`src/rtl/nios2_dct_trace_ctrl.sv`:
```
// nios2_dct_trace_ctrl: sequencer for the OCI debug-capture trace buffer.
// Packs SAMPLE_W-bit trace samples LSB-first into a DEPTH-sample frame, hands full or flushed
// frames to the trace sink over valid/ready, and runs the end-of-test flush.
//
// Optional feature: define NIOS2_DCT_TIMESTAMP_EN to add a free-running TS_W-bit counter whose
// value in the transfer cycle is presented on frm_ts alongside the frame.
//
// Ports:
//   clk, reset        clock, synchronous active-high reset
//   enable            capture enable
//   smp_valid/data    trace sample input (no backpressure)
//   test_ending       request end-of-test flush
//   frm_valid/ready   output frame handshake
//   dct_buffer        packed frame, sample k at [k*SAMPLE_W +: SAMPLE_W]
//   dct_count         samples in the held frame, 0 when no frame is held
//   frm_ts            frame timestamp (optional feature only)
//   test_has_ended    sticky: flush complete and sink drained
//   overflow          sticky: at least one sample dropped
//   drop_count        saturating dropped-sample count
module nios2_dct_trace_ctrl #(
  parameter int unsigned SAMPLE_W = 3,
  parameter int unsigned DEPTH    = 10,
`ifdef NIOS2_DCT_TIMESTAMP_EN
  // Declared only where the timestamp counter exists.
  parameter int unsigned TS_W     = 16,
`endif
  parameter int unsigned DROP_W   = 8
) (
  input  logic                         clk,
  input  logic                         reset,
  input  logic                         enable,
  input  logic                         smp_valid,
  input  logic [SAMPLE_W-1:0]          smp_data,
  input  logic                         test_ending,
  output logic                         frm_valid,
  input  logic                         frm_ready,
  output logic [SAMPLE_W*DEPTH-1:0]    dct_buffer,
  output logic [$clog2(DEPTH+1)-1:0]   dct_count,
`ifdef NIOS2_DCT_TIMESTAMP_EN
  output logic [TS_W-1:0]              frm_ts,
`endif
  output logic                         test_has_ended,
  output logic                         overflow,
  output logic [DROP_W-1:0]            drop_count
);

  localparam int unsigned AccW = SAMPLE_W * DEPTH;
  localparam int unsigned CntW = $clog2(DEPTH + 1);

  typedef enum logic [2:0] {StIdle, StCapture, StFlush, StWaitDrain, StEnded} state_e;

  state_e              state_q, state_d;
  logic [AccW-1:0]     acc_q, acc_d;
  logic [CntW-1:0]     acc_cnt_q, acc_cnt_d;
  logic                frm_valid_q, frm_valid_d;
  logic [AccW-1:0]     frm_buf_q, frm_buf_d;
  logic [CntW-1:0]     frm_cnt_q, frm_cnt_d;
  logic                overflow_q, overflow_d;
  logic [DROP_W-1:0]   drop_cnt_q, drop_cnt_d;

  logic                slot_free, xfer, smp_live, accept, drop, complete;
  logic [AccW-1:0]     base_acc, grown_acc;
  logic [CntW-1:0]     base_cnt;
  logic [31:0]         shamt;

`ifdef NIOS2_DCT_TIMESTAMP_EN
  logic [TS_W-1:0]     ts_q, frm_ts_q, frm_ts_d;
`endif

  always_comb begin
    slot_free = !frm_valid_q || frm_ready;
    // Move the stored accumulator: full, or a partial one being flushed.
    xfer      = slot_free && ((acc_cnt_q == CntW'(DEPTH)) ||
                              ((state_q == StFlush) && (acc_cnt_q != '0)));
    // A sample arriving in a transfer cycle starts the next frame.
    base_acc  = xfer ? '0 : acc_q;
    base_cnt  = xfer ? '0 : acc_cnt_q;
    shamt     = 32'(base_cnt) * SAMPLE_W;
    grown_acc = base_acc | (AccW'(smp_data) << shamt);
    smp_live  = (state_q == StCapture) && enable && smp_valid;
    accept    = smp_live && (base_cnt < CntW'(DEPTH));
    drop      = smp_live && !accept;
    // The completing sample bypasses the accumulator so the frame appears one cycle later.
    complete  = accept && !xfer && slot_free && (base_cnt == CntW'(DEPTH - 1));

    acc_d     = acc_q;
    acc_cnt_d = acc_cnt_q;
    if (xfer) begin
      acc_d     = '0;
      acc_cnt_d = '0;
    end
    if (accept) begin
      acc_d     = grown_acc;
      acc_cnt_d = base_cnt + CntW'(1);
    end
    if (complete) begin
      acc_d     = '0;
      acc_cnt_d = '0;
    end

    frm_valid_d = frm_valid_q;
    frm_buf_d   = frm_buf_q;
    frm_cnt_d   = frm_cnt_q;
`ifdef NIOS2_DCT_TIMESTAMP_EN
    frm_ts_d    = frm_ts_q;
`endif
    if (frm_valid_q && frm_ready) begin
      frm_valid_d = 1'b0;
      frm_buf_d   = '0;
      frm_cnt_d   = '0;
    end
    if (xfer || complete) begin
      frm_valid_d = 1'b1;
      frm_buf_d   = xfer ? acc_q : grown_acc;
      frm_cnt_d   = xfer ? acc_cnt_q : CntW'(DEPTH);
`ifdef NIOS2_DCT_TIMESTAMP_EN
      frm_ts_d    = ts_q;
`endif
    end

    overflow_d = overflow_q;
    drop_cnt_d = drop_cnt_q;
    if (drop) begin
      overflow_d = 1'b1;
      if (drop_cnt_q != '1) drop_cnt_d = drop_cnt_q + DROP_W'(1);
    end

    state_d = state_q;
    unique case (state_q)
      StIdle: begin
        if (test_ending)  state_d = StFlush;
        else if (enable)  state_d = StCapture;
      end
      StCapture: begin
        if (test_ending)  state_d = StFlush;
      end
      StFlush: begin
        // Nothing is accepted here, so the accumulator only empties.
        if ((acc_cnt_q == '0) || xfer) state_d = StWaitDrain;
      end
      StWaitDrain: begin
        if (!frm_valid_q) state_d = StEnded;
      end
      StEnded:  state_d = StEnded;
      default:  state_d = StIdle;
    endcase
  end

  always_ff @(posedge clk) begin
    if (reset) begin
      state_q     <= StIdle;
      acc_q       <= '0;
      acc_cnt_q   <= '0;
      frm_valid_q <= 1'b0;
      frm_buf_q   <= '0;
      frm_cnt_q   <= '0;
      overflow_q  <= 1'b0;
      drop_cnt_q  <= '0;
    end else begin
      state_q     <= state_d;
      acc_q       <= acc_d;
      acc_cnt_q   <= acc_cnt_d;
      frm_valid_q <= frm_valid_d;
      frm_buf_q   <= frm_buf_d;
      frm_cnt_q   <= frm_cnt_d;
      overflow_q  <= overflow_d;
      drop_cnt_q  <= drop_cnt_d;
    end
  end

`ifdef NIOS2_DCT_TIMESTAMP_EN
  always_ff @(posedge clk) begin
    if (reset) begin
      ts_q     <= '0;
      frm_ts_q <= '0;
    end else begin
      ts_q     <= ts_q + TS_W'(1);
      frm_ts_q <= frm_ts_d;
    end
  end
  assign frm_ts = frm_ts_q;
`endif

  assign frm_valid      = frm_valid_q;
  assign dct_buffer     = frm_buf_q;
  assign dct_count      = frm_cnt_q;
  assign test_has_ended = (state_q == StEnded);
  assign overflow       = overflow_q;
  assign drop_count     = drop_cnt_q;

endmodule
```
`config.mk`:
```
export PLATFORM = sky130hd
export DESIGN_NAME = nios2_dct_trace_ctrl
export DESIGN_NICKNAME = d
export VERILOG_FILES = /design/src/rtl/nios2_dct_trace_ctrl.sv
export SDC_FILE = /design/constraint.sdc
export NUM_CORES = 1
export LEC_CHECK = 0
export CAP_MARGIN = 20
export CORE_UTILIZATION = 40
export DETAILED_ROUTE_END_ITERATION = 10
export PLACE_DENSITY = 0.67
export SYNTH_ARGS = -nofsm -noshare
export SYNTH_HDL_FRONTEND = slang
export SYNTH_SLANG_ARGS = --single-unit
```
`constraint.sdc`:
```
create_clock -name clk -period 2.5 [get_ports clk]
set_input_delay 0.375 -clock clk [delete_from_list [all_inputs] [get_ports clk]]
set_output_delay 0.375 -clock clk [all_outputs]
set_load 0.01 [all_outputs]
```
==> flow_metrics.env, run 1 <==
export IMPL_relSlewSlack_pct=52.6
export IMPL_cts_root_buffer="clkbuf_8"
export IMPL_drtAntennaViolNets=0
export IMPL_initial_utilization_pct=41.7
export IMPL_synthMostInstantiatedCell="dfxtp_1"
export IMPL_grt_pass1_wl_mm=14.7
export IMPL_fin_skew_ps=12.2
export IMPL_diodes=0
export IMPL_core_area_sq_mm=0.00830
export IMPL_synth_top_cell_area_share_pct=46.9
export IMPL_wire_per_inst_um=16.3
export IMPL_track_usage_pct=21.4
export IMPL_yosysWarnings=0
export IMPL_max_cap_violations=0
export IMPL_p_sw_mw=0.615
export IMPL_numClockSinks=81
export IMPL_avgSynthCellArea_sq_um=9.35
export IMPL_max_freq_mhz=432
export IMPL_fp_dieW_um=95.0
export IMPL_finalWirelength_mm=8.92
export IMPL_start_kind="input port"
export IMPL_drc_errors=0
export IMPL_antenna_found_initial=0
export IMPL_drive_above_1_share_pct=14.4
export IMPL_synth_seq_cells=81
export IMPL_dr_pass1_iters=6
export IMPL_path_class="input port to flop"
export IMPL_worstSkewPairLatency_ps=360
export IMPL_min_path_type="flop to flop"
export IMPL_netlist_instances=370
export IMPL_cts_htree_levels=3
export IMPL_p_total_mw=2.56
export IMPL_layout_cells_non_filler=548
export IMPL_period_share_pct=92.6
export IMPL_fin_util_pct=54.0
export IMPL_yosys_area_top_type="dfxtp_1"
export IMPL_synth_fp_nets=382
export IMPL_clockBufferDepth=2
export IMPL_drtIter0Drc=242
export IMPL_leakagePower_nw=1.59
export IMPL_power_frac_seq_pct=50.8
export IMPL_drv_slew=0
export IMPL_p_int_mw=1.94
export IMPL_combPwrFrac_pct=6.4
export IMPL_pre_cts_ws_ps=-204
export IMPL_powerDensity_mw_per_mm2=571
export IMPL_cts_tree="yes"
export IMPL_flow_area_growth_from_synthesis_pct=29.6
export IMPL_synth_edf_count=0
export IMPL_final_nets=450
export IMPL_pwr_share_clk_pct=42.8
export IMPL_netlist_area_sq_mm=0.00346
export IMPL_vdd_drop_max_mv=0.298
export IMPL_hold_slack_ps=460
export IMPL_tightestPinTransition_ps=705
export IMPL_overflow=0
export IMPL_ys_seq_area_share_pct=46.9
export IMPL_ys_top_cells_by_count="dfxtp_1 (81), nor2_1 (43), o2bb2ai_1 (29)"
export IMPL_min_period_ps=2320
export IMPL_hold_viol_final=0
export IMPL_first_global_vias=2928
export IMPL_synthFlopType="dfxtp_1"
export IMPL_grt_max_degree=30
export IMPL_rsz0062_at_grt="false"
export IMPL_vias_per_cell=5.70
export IMPL_pin_count=54
export IMPL_async_flop_share_pct=0
export IMPL_critPathMaxFanout=10
export IMPL_clk_pin_slew_ps=80
export IMPL_setup_violations=0
export IMPL_place_inst=531
export IMPL_swShare_pct=24.0
export IMPL_worstPathRequired_ps=2780
export IMPL_dieHeight_um=95.0
export IMPL_fin_ws_ps=184
export IMPL_gp_congestion=0.852
export IMPL_dp_hpwl_mm=6.18
export IMPL_cts_hold_buffers=0
export IMPL_numCtsBuffers=9
export IMPL_arrival_ps=2590
export IMPL_endpoint_kind="flop"
export IMPL_outcome="finished clean"
export IMPL_fp_row_count=33
export IMPL_netlist_top_cells_area="dfxtp_1 (47%), o2bb2ai_1 (7.3%), nor2_1 (4.7%)"
export IMPL_ys_types=54
export IMPL_dieArea_sq_mm=0.00902
export IMPL_portBuffers=53
export IMPL_via_count=3121
-- registers in the layout, summed over array words and instances (netlist names) --
name,count
dct_buffer,30
acc_cnt_q,4
drop_count,8
acc_q,30
overflow,1
frm_valid,1
dct_count,4
state_q,3
-- worst max-delay path, stage by stage --
cell and delay (ps):
clkdlybuf4s50_1 470, nand2b_1 170, o311ai_1 180, and3_1 230
ha_1 170, and2_1 150, a41o_1 250, nor3b_4 250
buf_4 220, o2bb2ai_1 120
-- metrics by stage --
stage	instance area (sq um)	TNS, ps
floorplan	3460	0
CTS	4470	0
global placement	4240	-2850
detailed placement	4240	-6000
finish	4480	0
global route	4480	0
-- area by class of cell --
type	count	area (sq um)
sequential	81	1620
fill	767	3820
clock inverter	7	106
clock buffer	9	124
tap	105	131
timing repair buffer	90	833
inverter	4	15.0
multi-input combinational	252	1650
-- layer usage --
layer,GRT usage (%),vias up,share of wire [%]
met5,0,-,0
met3,3.95,20,4.0
met2,33.3,87,46
li1,-,1531,-
met4,7.95,0,1.7
met1,29.3,1483,48
-- cell usage in the layout, fill, tap and decap left out, drive strengths merged, types with 3 or more instances in the layout --
cell | netlist | routed
and2 | 6 | 6
a41oi | 6 | 6
nand2b | 3 | 3
clkdlybuf4s50 | 0 | 53
o21ai | 8 | 8
nor3b | 5 | 5
a21oi | 26 | 26
a32oi | 11 | 11
nor2 | 43 | 43
buf | 18 | 37
and3 | 9 | 9
nand4 | 10 | 10
nor3 | 5 | 5
xor2 | 3 | 3
inv | 4 | 8
nor2b | 6 | 6
o2bb2ai | 29 | 29
a22oi | 6 | 6
nand3 | 7 | 7
nand2 | 14 | 14
dfxtp | 81 | 81
a31oi | 21 | 21
clkbuf | 15 | 9
ha | 3 | 3
-- timing repair --
| action | CTS | global route |
|---|---|---|
| buffers inserted | 0 | 1 |
| gates resized for setup | 0 | 1 |
| endpoints found under the setup margin | 0 | 30 |
-- path summary, 6_finish.rpt --
| check | start | endpoint | slack (ps) | cells after the start |
|---|---|---|---|---|
| min | acc_q[11] | acc_q[11] | 460 | 2 |
| max reg2reg | state_q[2] | dct_buffer[10] | 200 | 9 |
| max | frm_ready | dct_buffer[10] | 180 | 10 |
| min reg2reg | acc_q[11] | acc_q[11] | 460 | 2 |
-- power groups by stage --
| stage | Sequential (mW) | Clock, mW | Combinational (mW) |
|---|---|---|---|
| after floorplan | 1.33 | 0 | 0.0913 |
| after global placement | 1.33 | 0 | 0.156 |
| after detailed placement | 1.33 | 0 | 0.159 |
| after CTS | 1.30 | 1.12 | 0.160 |
| after global routing | 1.30 | 1.17 | 0.177 |
| final | 1.30 | 1.09 | 0.164 |
-- kinds of logic after synthesis --
group / synth area share (%)
multiplexers: 0.615
AO/OA/AOI/OAI: 25.7
adder cells (fa/ha/maj): 1.09
buffers and inverters: 5.54
AND/OR/NAND/NOR: 18.9
XOR/XNOR: 1.27
flip-flops: 46.9
Power figures use the tool's default switching activity.
==> run 2: changes to the inputs <==
--- a/config.mk
+++ b/config.mk
@@ -9,6 +9,8 @@
 export CORE_UTILIZATION = 40
 export DETAILED_ROUTE_END_ITERATION = 10
 export PLACE_DENSITY = 0.67
+export RECOVER_POWER = 50
+export SETUP_SLACK_MARGIN = 0.4
 export SYNTH_ARGS = -nofsm -noshare
 export SYNTH_HDL_FRONTEND = slang
 export SYNTH_SLANG_ARGS = --single-unit
==> flow_metrics.env, run 2 (synthesis results as in run 1) <==
export IMPL_grt_pass1_wl_mm=15.2
export IMPL_max_cap_violations=0
export IMPL_hold_viol_final=0
export IMPL_outcome="finished clean"
export IMPL_pin_count=54
export IMPL_dr_pass1_iters=4
export IMPL_diodes=0
export IMPL_nFillCells=717
export IMPL_cts_hold_buffers=0
export IMPL_via_count=3261
export IMPL_overflow=0
export IMPL_arrival_ps=2630
export IMPL_numCtsBuffers=9
export IMPL_dieHeight_um=95.0
export IMPL_grt_max_degree=21
export IMPL_final_cell_mix="dfxtp_1 (76), dlygate4sd3_1 (45), buf_4 (34)"
export IMPL_layout_cells_non_filler=560
export IMPL_core_area_sq_mm=0.00830
export IMPL_drc_errors=0
export IMPL_period_share_pct=93.4
export IMPL_min_period_ps=2330
export IMPL_r2r_cells=11
export IMPL_crit_chain="nor3b_4, o311ai_1, and3_1, ha_4, and2_4, a41o_4, buf_4, buf_6, nand2b_4, buf_8, nor2_4"
export IMPL_fin_skew_ps=13.8
export IMPL_cp_slowest_stage_delay_ps=360
export IMPL_wire_per_inst_um=17.8
export IMPL_initial_utilization_pct=41.7
export IMPL_worstSkewPairLatency_ps=360
export IMPL_critPathMaxFanout=4
export IMPL_dp_hpwl_mm=6.29
export IMPL_fin_util_pct=58.5
export IMPL_gp_congestion=0.860
export IMPL_path_class="flop to flop"
export IMPL_place_inst=527
export IMPL_hold_depth=1
export IMPL_vdd_drop_max_mv=0.433
export IMPL_dieArea_sq_mm=0.00902
export IMPL_fp_row_count=33
export IMPL_path_buf_inv=3
export IMPL_design_area_sq_mm=0.00485
export IMPL_drv_slew=0
export IMPL_fin_ws_ps=165
export IMPL_drtAntennaViolNets=0
export IMPL_rsz0062_at_grt="true"
export IMPL_antenna_found_initial=0
export IMPL_critPathTopFamily="simple AND/OR/NAND/NOR gates"
export IMPL_clockBufferDepth=2
export IMPL_powerDensity_mw_per_mm2=530
export IMPL_finalWirelength_mm=9.96
export IMPL_fp_dieW_um=95.0
export IMPL_vias_per_cell=5.82
export IMPL_numClockSinks=81
export IMPL_drive_above_1_share_pct=25.9
export IMPL_pre_cts_ws_ps=-180
export IMPL_ff_latch_area_sq_mm=0.00164
export IMPL_endpoint_kind="flop"
export IMPL_min_path_type="flop to flop"
export IMPL_relSlewSlack_pct=43.6
export IMPL_final_common_cell="dfxtp_1"
export IMPL_p_total_mw=2.57
export IMPL_track_usage_pct=22.3
export IMPL_cp_depth=11
export IMPL_tns_ps=0
export IMPL_max_freq_mhz=428
export IMPL_hold_slack_ps=463
export IMPL_portBuffers=53
export IMPL_setup_violations=0
export IMPL_start_kind="flop"
export IMPL_cts_htree_levels=3
export IMPL_final_nets=462
export IMPL_flow_area_growth_from_synthesis_pct=40.3
export IMPL_leakagePower_nw=1.84
export IMPL_worstPathRequired_ps=2800
export IMPL_cts_tree="yes"
export IMPL_multiInputGateArea_sq_mm=0.00188
export IMPL_cts_root_buffer="clkbuf_8"
export IMPL_first_global_vias=3007
export IMPL_drtIter0Drc=187
export IMPL_tightestPinTransition_ps=846
export IMPL_critPathSlowestCell="dfxtp_4"
export IMPL_clk_pin_slew_ps=80
export IMPL_post_dp_cell_area_sq_mm=0.00424
## run 2: worst paths after layout
path / start / to / slack (ps)
setup reg to reg: state_q[0] / acc_q[7] / 170
hold / removal: dct_buffer[16] / dct_buffer[16] / 460
setup / recovery: state_q[0] / acc_q[7] / 170
hold reg to reg: dct_buffer[16] / dct_buffer[16] / 460
## run 2: routing by layer
| metal | wire length (um) | share of wire (%) | up-vias | track usage [%] |
|---|---|---|---|---|
| met5 | 0 | 0 | - | 0 |
| met4 | 255 | 2.6 | 0 | 10.6 |
| met3 | 612 | 6.1 | 22 | 5.07 |
| met2 | 4670 | 47 | 107 | 33.8 |
| met1 | 4430 | 44 | 1579 | 29.8 |
| li1 | - | - | 1553 | - |
## run 2: report_power, final
group	internal [mW]	switching, mW	leakage (nW)
registers	1.29	0.00702	0.656
logic	0.0869	0.117	1.07
clock network	0.593	0.474	0.111
total	1.97	0.598	1.84
## run 2: worst reg2reg max path: cells and delay by family (launching register included)
family	cells	cell delay, ps
adder cells (fa/ha/maj)	1	170
flip-flops	1	360
AND/OR/NAND/NOR	5	900
buffers and inverters	3	420
AO/OA/AOI/OAI	2	430
## run 2: layout make-up
| class | instances | area share [%] |
|---|---|---|
| inverters | 4 | 0.309 |
| flip-flops and latches | 81 | 33.7 |
| multi-input cells | 252 | 38.8 |
| clock buffers | 12 | 2.99 |
| clock inverters | 4 | 1.52 |
| repair buffers | 102 | 19.9 |
| well taps | 105 | 2.71 |
## run 2: timing repair
item                       CTS  global route
gates resized for setup     25            52
pin swaps                    4            11
setup buffers                9             4
cloned                       3             1
setup endpoints to repair   58            69
